--- src/rtl/arb_pkg.sv ---
// Shared types and constants for the two-requester AXI read arbiter.
package arb_pkg;

    typedef enum logic [1:0] {
        IDLE,
        ADDR,
        DATA
    } arb_state_t;

    localparam int unsigned NUM_REQ    = 2;
    localparam logic        REQ_ICACHE = 1'b0;
    localparam logic        REQ_DCACHE = 1'b1;

endpackage

--- src/rtl/rr_pick.sv ---
// Winner selection between icache and dcache requests.
// ARB_ROUND_ROBIN_EN selects round-robin tie-breaking; otherwise icache always wins a tie.
import arb_pkg::*;

module rr_pick (
    input  logic [NUM_REQ-1:0] req,
    input  logic               last_grant,
    output logic               grant_id,
    output logic               any
);

    assign any = |req;

`ifdef ARB_ROUND_ROBIN_EN
    always_comb begin
        grant_id = REQ_ICACHE;
        if (req[REQ_ICACHE] && req[REQ_DCACHE])
            grant_id = ~last_grant;
        else if (req[REQ_DCACHE])
            grant_id = REQ_DCACHE;
    end
`else
    logic unused_last_grant;
    assign unused_last_grant = last_grant;

    always_comb begin
        grant_id = REQ_ICACHE;
        if (!req[REQ_ICACHE] && req[REQ_DCACHE])
            grant_id = REQ_DCACHE;
    end
`endif

endmodule

--- src/rtl/axi_read_arbiter.sv ---
// Two-requester AXI read arbiter: one outstanding burst, AR latched, R routed to the owner.
// Tie-break policy is set by ARB_ROUND_ROBIN_EN (see rr_pick).
import arb_pkg::*;

module axi_read_arbiter #(
    parameter int unsigned ADDR_WIDTH = 64,
    parameter int unsigned DATA_WIDTH = 64
) (
    input  logic                          clock,
    input  logic                          reset,
    input  logic [NUM_REQ-1:0]            s_arvalid,
    input  logic [NUM_REQ*ADDR_WIDTH-1:0] s_araddr,
    input  logic [NUM_REQ*8-1:0]          s_arlen,
    input  logic [NUM_REQ*3-1:0]          s_arsize,
    output logic [NUM_REQ-1:0]            s_arready,
    output logic [NUM_REQ-1:0]            s_rvalid,
    output logic [DATA_WIDTH-1:0]         s_rdata,
    output logic                          s_rlast,
    input  logic [NUM_REQ-1:0]            s_rready,
    output logic                          m_axi_arvalid,
    output logic [ADDR_WIDTH-1:0]         m_axi_araddr,
    output logic [7:0]                    m_axi_arlen,
    output logic [2:0]                    m_axi_arsize,
    input  logic                          m_axi_arready,
    input  logic                          m_axi_rvalid,
    input  logic                          m_axi_rlast,
    input  logic [DATA_WIDTH-1:0]         m_axi_rdata,
    output logic                          m_axi_rready,
    output logic                          grant_id,
    output logic                          protocol_err
);

    arb_state_t            state;
    logic                  last_grant;
    logic [7:0]            beat_cnt;
    logic [ADDR_WIDTH-1:0] lat_addr;
    logic [7:0]            lat_len;
    logic [2:0]            lat_size;
    logic                  pick_id;
    logic                  pick_any;
    logic                  beat;

    rr_pick u_pick (
        .req        (s_arvalid),
        .last_grant (last_grant),
        .grant_id   (pick_id),
        .any        (pick_any)
    );

    assign beat = m_axi_rvalid && m_axi_rready;

    always_ff @(posedge clock or posedge reset) begin
        if (reset) begin
            state        <= IDLE;
            grant_id     <= 1'b0;
            last_grant   <= 1'b1;
            beat_cnt     <= '0;
            protocol_err <= 1'b0;
            lat_addr     <= '0;
            lat_len      <= '0;
            lat_size     <= '0;
        end else begin
            case (state)
                IDLE: begin
                    if (m_axi_rvalid)
                        protocol_err <= 1'b1;
                    if (pick_any) begin
                        grant_id <= pick_id;
                        lat_addr <= pick_id ? s_araddr[2*ADDR_WIDTH-1:ADDR_WIDTH] : s_araddr[ADDR_WIDTH-1:0];
                        lat_len  <= pick_id ? s_arlen[15:8] : s_arlen[7:0];
                        lat_size <= pick_id ? s_arsize[5:3] : s_arsize[2:0];
                        state    <= ADDR;
                    end
                end
                ADDR: begin
                    if (m_axi_rvalid)
                        protocol_err <= 1'b1;
                    if (m_axi_arready) begin
                        beat_cnt <= '0;
                        state    <= DATA;
                    end
                end
                DATA: begin
                    if (beat) begin
                        beat_cnt <= beat_cnt + 8'd1;
                        if (m_axi_rlast) begin
                            // beat_cnt still holds the index of this last beat
                            if (beat_cnt != lat_len)
                                protocol_err <= 1'b1;
                            last_grant <= grant_id;
                            state      <= IDLE;
                        end
                    end
                end
                default: state <= IDLE;
            endcase
        end
    end

    always_comb begin
        s_arready = '0;
        if (!reset && state == IDLE && pick_any)
            s_arready[pick_id] = 1'b1;
    end

    always_comb begin
        s_rvalid = '0;
        if (state == DATA)
            s_rvalid[grant_id] = m_axi_rvalid;
    end

    assign m_axi_rready  = (state == DATA) && s_rready[grant_id];
    assign m_axi_arvalid = (state == ADDR);
    assign m_axi_araddr  = lat_addr;
    assign m_axi_arlen   = lat_len;
    assign m_axi_arsize  = lat_size;
    assign s_rdata       = m_axi_rdata;
    assign s_rlast       = m_axi_rlast;

endmodule

--- config.mk ---
export PLATFORM = sky130hd
export DESIGN_NAME = axi_read_arbiter
export DESIGN_NICKNAME = d
export VERILOG_FILES = /design/src/rtl/arb_pkg.sv /design/src/rtl/rr_pick.sv /design/src/rtl/axi_read_arbiter.sv
export SDC_FILE = /design/constraint.sdc
export NUM_CORES = 1
export LEC_CHECK = 0
export CORE_AREA = 3 3 144 146
export DETAILED_ROUTE_END_ITERATION = 8
export DIE_AREA = 0 0 147 149
export GPL_ROUTABILITY_DRIVEN = 0
export GPL_TIMING_DRIVEN = 0
export REMOVE_ABC_BUFFERS = 1
export SLEW_MARGIN = 20
export SYNTH_ARGS = -nofsm -noshare
export SYNTH_HDL_FRONTEND = slang
export SYNTH_SLANG_ARGS = --single-unit
--- constraint.sdc ---
create_clock -name clock -period 3.7 [get_ports clock]
set_input_delay 0.37 -clock clock [delete_from_list [all_inputs] [get_ports clock]]
set_output_delay 0.37 -clock clock [all_outputs]
set_load 0.05 [all_outputs]
==> out/results.txt, run 1 <==
Routed wire per std cell - 19.78 um
Commonest cells post-synth - nand2_1, dfrtp_1, mux2i_1
drt pass-1 iters - 4
clock slew seen by the registers of the worst setup and hold paths - 60 ps
sequential power share - 26.9%
Internal Power - 0.003111 W
CP Launch Type - input pin
fin crit period - 3032 ps
P_sw - 0.002945 W
sequential fraction of the synthesis area - 46.59%
Die W - 147 um
GRT Overall Usage - 16.22%
first-pass GRT wire length - 25790 um
share of cells above drive strength 1 - 4.931%
Initial DRC Count - 111
Sw Share - 48.62%
Clock Skews - 9.109 ps
Yosys top cell by area - dfrtp_1
hpwl dp - 15180 um
number of port buffers - 242
max cap viols - 0
n_diodes - 0
initial antenna violation count - 0
VDD IR max - 0.3316 mV
Mean Syn Cell Area - 9.901 um^2
Worst-Skew Late Latency - 350 ps
WS Path Type - input pin to output port
area of the core - 19530 um^2
FF+latch count, synth - 87
min-delay worst type - input pin to asynchronous set/reset pin
Distinct cells, synth - 28
Final Hold Vio Count - 0
Post-CTS Setup Bufs - 0
placed cell areas - 7025 um^2
Worst setup EP type - output port
Final Core Density - 37.38%
Die Ht - 149 um
initial cell density of the core - 23.93%
ANT nets after route - 0
drt drc - 0
outcome - finished clean
CP Max Fanout - 17
Root Driver - clkbuf_16
Clk pwr share - 14.3%
post-synthesis async set-or-reset flop share - 100.0%
Synth Warn # - 0
Sinks on Clock Net - 87
CP Data Arrival Time - 2660 ps
CP required - 3330 ps
Lkg Pwr - 2.977 nW
grt ovf - 0
vias in the first global route - 3772
std cell rows - 51
post-cts sizing count - 0
fin. max-slew vios - 0
cell count after synthesis - 472
count leader, synth - nand2_1
Pwr Total - 0.006056 W
Vias - 3836
final setup margin - 667.9 ps
Post-synth EDFFs - 0
post-synth top area share - 46.59%
synthesized cell area - 4673 um^2
final worst-path cycle share - 81.95%
R2R depth - 7
Max Root-Sink Buffers - 2
Worst Tran Pin Value - 764.6 ps
final cell count without fillers - 914
H-tree Lvls - 3
largest net degree at the start of global routing - 60
top cells by area, synth - dfrtp_1, mux2i_1, buf_4
WL final - 18080 um
Combinational Power Share - 58.7%
number of top-level pins - 371
total CTS buffers - 9
full die area - 21900 um^2
placed instance count - 898
CTS tree - done
pre-CTS setup slack - 655.0 ps
top_reg_cell synth - dfrtp_1
Pwr Density - 829.6 nW/um^2
max frequency - 0.3298 GHz
final setup vio count - 0
cts hold-fix bufs - 0
unrepaired setup endpoints after global routing - false
Nets - 868
design area - 7300 um^2
Slew HR - 48.92%
synthesis-to-layout area growth - 56.20%
DR vias/cell - 4.197
[logic make-up after synthesis]
logic type | synth area share, %
simple gates | 10.66
buf+inv | 14.24
flops | 46.59
compound gates | 8.969
mux | 17.22
xor+xnor | 2.062
fa+ha+maj | 0.2677
[power groups by stage]
stage,Sequential (W),Combinational (W),Clock [W]
after global placement,0.00164,0.00348,0
after global routing,0.00169,0.00378,0.000947
after CTS,0.00164,0.00361,0.000909
after detailed placement,0.00165,0.00361,0
after floorplan,0.00305,0.000785,0
final,0.00163,0.00356,0.000867
[per-layer routing]
layer  track usage [%]  up-vias  part of all wire, %
li1                  -     1865                    -
met2             23.44      248                   42
met4             4.287        4                  1.2
met1             14.22     1703                   31
met3             18.81       16                   24
met5             7.727        -                  1.2
[worst max-delay path, stage by stage]
cell	delay, ps
clkdlybuf4s50_1	560
nor2b_4	690
and3_1	240
clkdlybuf4s50_1	800
[flip-flops by register name (all words and copies together) (netlist names)]
register / flops
m_axi_araddr: 64
beat_cnt: 8
m_axi_arlen: 8
m_axi_arsize: 3
state: 2
grant_id: 1
protocol_err: 1
[area by class of cell]
type | count | area (um^2)
clock buffers | 10 | 229.0
multi-input cells | 290 | 1846
well taps | 265 | 331.6
clock inverters | 6 | 45.04
repair buffers | 251 | 2648
flip-flops and latches | 87 | 2177
inverters | 5 | 23.77
fillers | 2003 | 12230
[worst paths after layout]
check / startpoint / to / slack [ps]
worst max-delay path: s_arvalid[1] / s_arready[1] / 670
worst min-delay path: reset / m_axi_araddr[15]$_DFFE_PP0P_ / 370
worst max register to register: state[1]$_DFFE_PP0P_ / m_axi_araddr[45]$_DFFE_PP0P_ / 1990
worst min register to register: protocol_err$_DFFE_PP0P_ / protocol_err$_DFFE_PP0P_ / 480
max in group asynchronous: reset / m_axi_araddr[52]$_DFFE_PP0P_ / 2730
min in group clock: protocol_err$_DFFE_PP0P_ / protocol_err$_DFFE_PP0P_ / 480
[per-stage QoR]
| stage | hold WS (ps) | TNS [ps] |
|---|---|---|
| 2_1_floorplan | 455.7 | -170040 |
| 3_3_place_gp | 460.5 | -423480 |
| 3_5_place_dp | 469.0 | 0 |
| 4_1_cts | 370.1 | 0 |
| 5_1_grt | 374.4 | 0 |
| 6_report | 370.1 | 0 |
[placed cells by master, fill, tap and decap left out, types with 2 or more instances in the layout]
cell             count
and3_1               2
clkdlybuf4s50_1    242
buf_12               3
xnor2_1             11
mux2i_1             79
nand3_1              2
o21ai_1             39
nand2_1             88
o21ai_0             40
clkinvlp_4           3
dfrtp_1             87
inv_6                3
nor3_1               2
buf_16               6
inv_1                4
a21oi_1              3
nand4_1              2
clkbuf_16            9
nor2_1              10
No activity file was read; power rests on OpenSTA's default activity.
==> run 2: changes to the inputs <==
Clock period 3.7 ns to 2.9 ns, I/O delays scaled along.
==> run 2 against run 1 <==
Non-clock buffer count is 1 higher. Largest cell class unchanged. Global-route usage is essentially flat. Flip-flop and latch count unchanged. Register-to-register slack got worse by 800 ps. Clock power up 28%. Cell area up 0.10%. Combinational power increased by 28%. Count of clock-buffer cells in the layout is the same. Worst hold slack got worse by 80 ps. Sequential share of layout area is essentially flat. Core utilization is essentially flat. First-iteration DRC count grew 7.2%. Largest power group unchanged.
==> out/results.txt, run 2 (synthesis gave the netlist of run 1 again) <==
Initial DRC Count - 119
Die Ht - 149 um
WL final - 18080 um
Total Neg Setup Slack - 0 ps
Routed wire per std cell - 19.75 um
final worst-path cycle share - 81.74%
CTS tree - done
hold_ws - 290.1 ps
FF-to-FF Start - state[1]$_DFFE_PP0P_
unrepaired setup endpoints after global routing - false
n_diodes - 0
Vias - 3834
Combinational Power Share - 58.7%
Internal Power - 0.003970 W
outcome - finished clean
max cap viols - 0
FF/Latch Area - 2177 um^2
most frequent cells in the layout - clkdlybuf4s50_1, nand2_1, dfrtp_1, mux2i_1, o21ai_0
most common cell after layout, fill and taps aside - clkdlybuf4s50_1
CP Data Arrival Time - 2080 ps
fin crit period - 2370 ps
Root Driver - clkbuf_16
largest net degree at the start of global routing - 60
H-tree Lvls - 3
final setup vio count - 0
fillers - 2002
number of port buffers - 242
Clk pwr share - 14.3%
first-pass GRT wire length - 25790 um
CP Launch Type - register
grt ovf - 0
full die area - 21900 um^2
Sw Share - 48.61%
ANT nets after route - 0
Largest register FFs - 64
DR vias/cell - 4.190
share of cells above drive strength 1 - 5.077%
Worst-Skew Late Latency - 350 ps
drt drc - 0
Pwr Density - 1057 nW/um^2
Nets - 869
min-delay worst type - input pin to asynchronous set/reset pin
cts hold-fix bufs - 0
Slew HR - 62.89%
CP Max Fanout - 8
post-cts sizing count - 0
initial antenna violation count - 0
WS Path Type - register to output port
hpwl dp - 15180 um
P_sw - 0.003755 W
vias in the first global route - 3773
CP required - 2610 ps
crit path from - grant_id$_DFFE_PP0P_
sequential power share - 26.9%
max frequency - 0.4219 GHz
Final Core Density - 37.42%
Final Hold Vio Count - 0
Die W - 147 um
total CTS buffers - 9
number of top-level pins - 371
Max Root-Sink Buffers - 2
GRT Overall Usage - 16.21%
Lkg Pwr - 2.982 nW
Sinks on Clock Net - 87
multi-input logic area - 1846 um^2
Worst setup EP type - output port
VDD IR max - 0.4230 mV
std cell rows - 51
clock slew seen by the registers of the worst setup and hold paths - 60 ps
fin. max-slew vios - 0
Clock Skews - 9.429 ps
synthesis-to-layout area growth - 56.36%
area of the core - 19530 um^2
initial cell density of the core - 23.93%
Worst Tran Pin Value - 554.9 ps
drt pass-1 iters - 4
run 2: cell types whose count changed in the layout (fill, tap and decap cells not counted), sizes merged:
cell,before,now
buf,9,10
run 2: critical path: stages (launching register included):
cell             delay [ps]
dfrtp_1                 430
mux2i_2                 490
nor2_1                  100
clkdlybuf4s50_1         720
run 2: repair_timing:
item                                   in CTS  in global routing
endpoints found under the hold margin       0                  0
setup endpoints to repair                   1                  0
buffers inserted                            1                  0
run 2: per-layer routing:
layer	global-route usage, %	part of all wire (%)
met1	14.22	31
met2	23.42	42
met3	18.81	24
met4	4.287	1.2
met5	7.727	1.2
run 2: path summary, 6_finish.rpt:
kind                                                 to  slack, ps  depth (start not counted)
setup / recovery                           m_axi_rready        530                          3
hold / removal             m_axi_araddr[15]$_DFFE_PP0P_        290                          2
setup reg to reg           m_axi_araddr[45]$_DFFE_PP0P_       1190                          7
hold reg to reg                protocol_err$_DFFE_PP0P_        480                          2
max in group asynchronous  m_axi_araddr[52]$_DFFE_PP0P_       2010                          3
min in group clock             protocol_err$_DFFE_PP0P_        480                          2
run 2: power groups by stage:
stage / combinational [W] / sequential (W) / clock, W
after floorplan: 0.00100 / 0.00389 / 0
after global placement: 0.00444 / 0.00210 / 0
after detailed placement: 0.00460 / 0.00211 / 0
after CTS: 0.00461 / 0.00209 / 0.00116
after global routing: 0.00482 / 0.00216 / 0.00121
final: 0.00454 / 0.00208 / 0.00111
run 2: through the flow:
stage	instance area (um^2)	cells	setup slack (ps)	power (W)
after detailed placement	7025	898	14.98	0.006711
final	7307	915	529.6	0.007725
after CTS	7307	915	503.4	0.007860
after global placement	6780	889	-6081	0.006533
after global routing	7307	915	434.9	0.008189
after floorplan	4026	382	-3345	0.004890
run 2: cell type report:
cell class,count,share of cell area [%]
Tap cell,265,4.538
Sequential cell,87,29.79
Clock inverter,6,0.6164
Inverter,5,0.3253
Timing Repair Buffer,252,36.34
Multi-Input combinational cell,290,25.26
Clock buffer,10,3.134
==> run 3: changes to the inputs <==
Clock period 2.9 ns to 2.2 ns, I/O delays scaled along.
==> run 3 against run 2 <==
Sequential share of layout area is the same. Wire length is essentially flat. Global-route usage is essentially flat. Critical endpoint unchanged. Largest power group unchanged.
==> out/results.txt, run 3 (synthesis gave the netlist of run 1 again) <==
CTS tree - done
synthesis-to-layout area growth - 56.36%
WL final - 18080 um
area of the core - 19530 um^2
multi-input logic area - 1846 um^2
Pwr Density - 1392 nW/um^2
fillers - 2002
final cell count without fillers - 915
DR vias/cell - 4.190
share of cells above drive strength 1 - 5.077%
GRT Overall Usage - 16.22%
number of port buffers - 242
grt ovf - 0
Final Core Density - 37.42%
CP required - 1980 ps
placed instance count - 898
Nets - 869
initial cell density of the core - 23.93%
hold_ws - 220.1 ps
fin crit period - 2013 ps
vias in the first global route - 3773
largest net degree at the start of global routing - 60
total CTS buffers - 9
Crit path buffers/inverters - 1
Clock Skews - 9.429 ps
initial antenna violation count - 0
Slew HR - 62.89%
Die W - 147 um
final setup vio count - 0
final worst-path cycle share - 91.48%
Sinks on Clock Net - 87
slowest stage delay, CP - 490 ps
Largest register FFs - 64
most common cell after layout, fill and taps aside - clkdlybuf4s50_1
H-tree Lvls - 3
fin. max-slew vios - 0
drt drc - 0
Lkg Pwr - 3.033 nW
number of top-level pins - 371
CP Launch Type - register
hpwl dp - 15180 um
Worst setup EP type - output port
FF/Latch Area - 2177 um^2
Worst Tran Pin Value - 554.9 ps
crit-path cells - mux2i_2 -> nor2_1 -> dlygate4sd2_1
first-pass GRT wire length - 25790 um
Critical-path top delay cell - mux2i_2
min-delay worst type - input pin to asynchronous set/reset pin
clock slew seen by the registers of the worst setup and hold paths - 60 ps
max cap viols - 0
most frequent cells in the layout - clkdlybuf4s50_1, nand2_1, dfrtp_1, mux2i_1, o21ai_0
Initial DRC Count - 123
Vias - 3834
CP Data Arrival Time - 1790 ps
Worst-Skew Late Latency - 350 ps
Final Hold Vio Count - 0
drt pass-1 iters - 4
VDD IR max - 0.5576 mV
Root Driver - clkbuf_16
Routed wire per std cell - 19.76 um
ANT nets after route - 0
unrepaired setup endpoints after global routing - false
max frequency - 0.4969 GHz
std cell rows - 51
CP Max Fanout - 8
full die area - 21900 um^2
n_diodes - 0
cell family with most CP delay - multiplexers
WS Path Type - register to output port
Max Root-Sink Buffers - 2
outcome - finished clean
Die Ht - 149 um
-- run 3: what timing repair did --
item                       CTS  global route
setup endpoints to repair    4             2
hold buffers                 0             0
setup buffers                1             0
gates resized for setup      4             2
pin swaps                    0             0
-- run 3: metrics by stage --
stage	total power (W)	area, um^2	setup TNS (ps)	setup slack, ps
after floorplan	0.006446	4026	-300060	-3905
after global placement	0.008612	6780	-645930	-6641
after detailed placement	0.008847	7025	-6373	-545.0
after CTS	0.01035	7302	0	60.67
after global routing	0.01078	7307	0	90.68
final	0.01017	7307	0	187.3
-- run 3: final cells by class --
class                           count  area share, %
Sequential cell                    87          29.79
Tap cell                          265          4.538
Timing Repair Buffer              252          36.34
Clock buffer                       10          3.134
Clock inverter                      6         0.6164
Multi-Input combinational cell    290          25.26
Inverter                            5         0.3253
-- run 3: report_power, final --
part / switching [W] / internal (W)
registers: 0.000429 / 0.00232
logic: 0.00384 / 0.00213
clock network: 0.000684 / 0.000773
-- run 3: worst reg2reg max path, cell delays in order, from the launching register on --
cell and delay, ps:
dfrtp_1 470, nor2_2 250, o21ai_4 180, buf_16 200
buf_16 180, buf_16 170, nand2_1 70, o21ai_0 70
-- run 3: routing by layer --
| layer | vias to the layer above | GRT usage (%) | routed length [um] |
|---|---|---|---|
| li1 | 1868 | - | - |
| met1 | 1698 | 14.25 | 5612 |
| met2 | 248 | 23.42 | 7649 |
| met3 | 16 | 18.78 | 4383 |
| met4 | 4 | 4.287 | 220 |
| met5 | - | 7.727 | 212 |
-- run 3: path summary, 6_finish.rpt --
check / from / to / slack, ps / depth (start not counted)
min in group clock: m_axi_rdata[13] / s_rdata[13] / 440 / 0
worst max register to register: state[1]$_DFFE_PP0P_ / m_axi_araddr[45]$_DFFE_PP0P_ / 490 / 7
worst min-delay path: reset / m_axi_araddr[15]$_DFFE_PP0P_ / 220 / 2
worst min register to register: protocol_err$_DFFE_PP0P_ / protocol_err$_DFFE_PP0P_ / 480 / 2
worst max-delay path: grant_id$_DFFE_PP0P_ / m_axi_rready / 190 / 3
max in group asynchronous: reset / m_axi_araddr[52]$_DFFE_PP0P_ / 1380 / 3
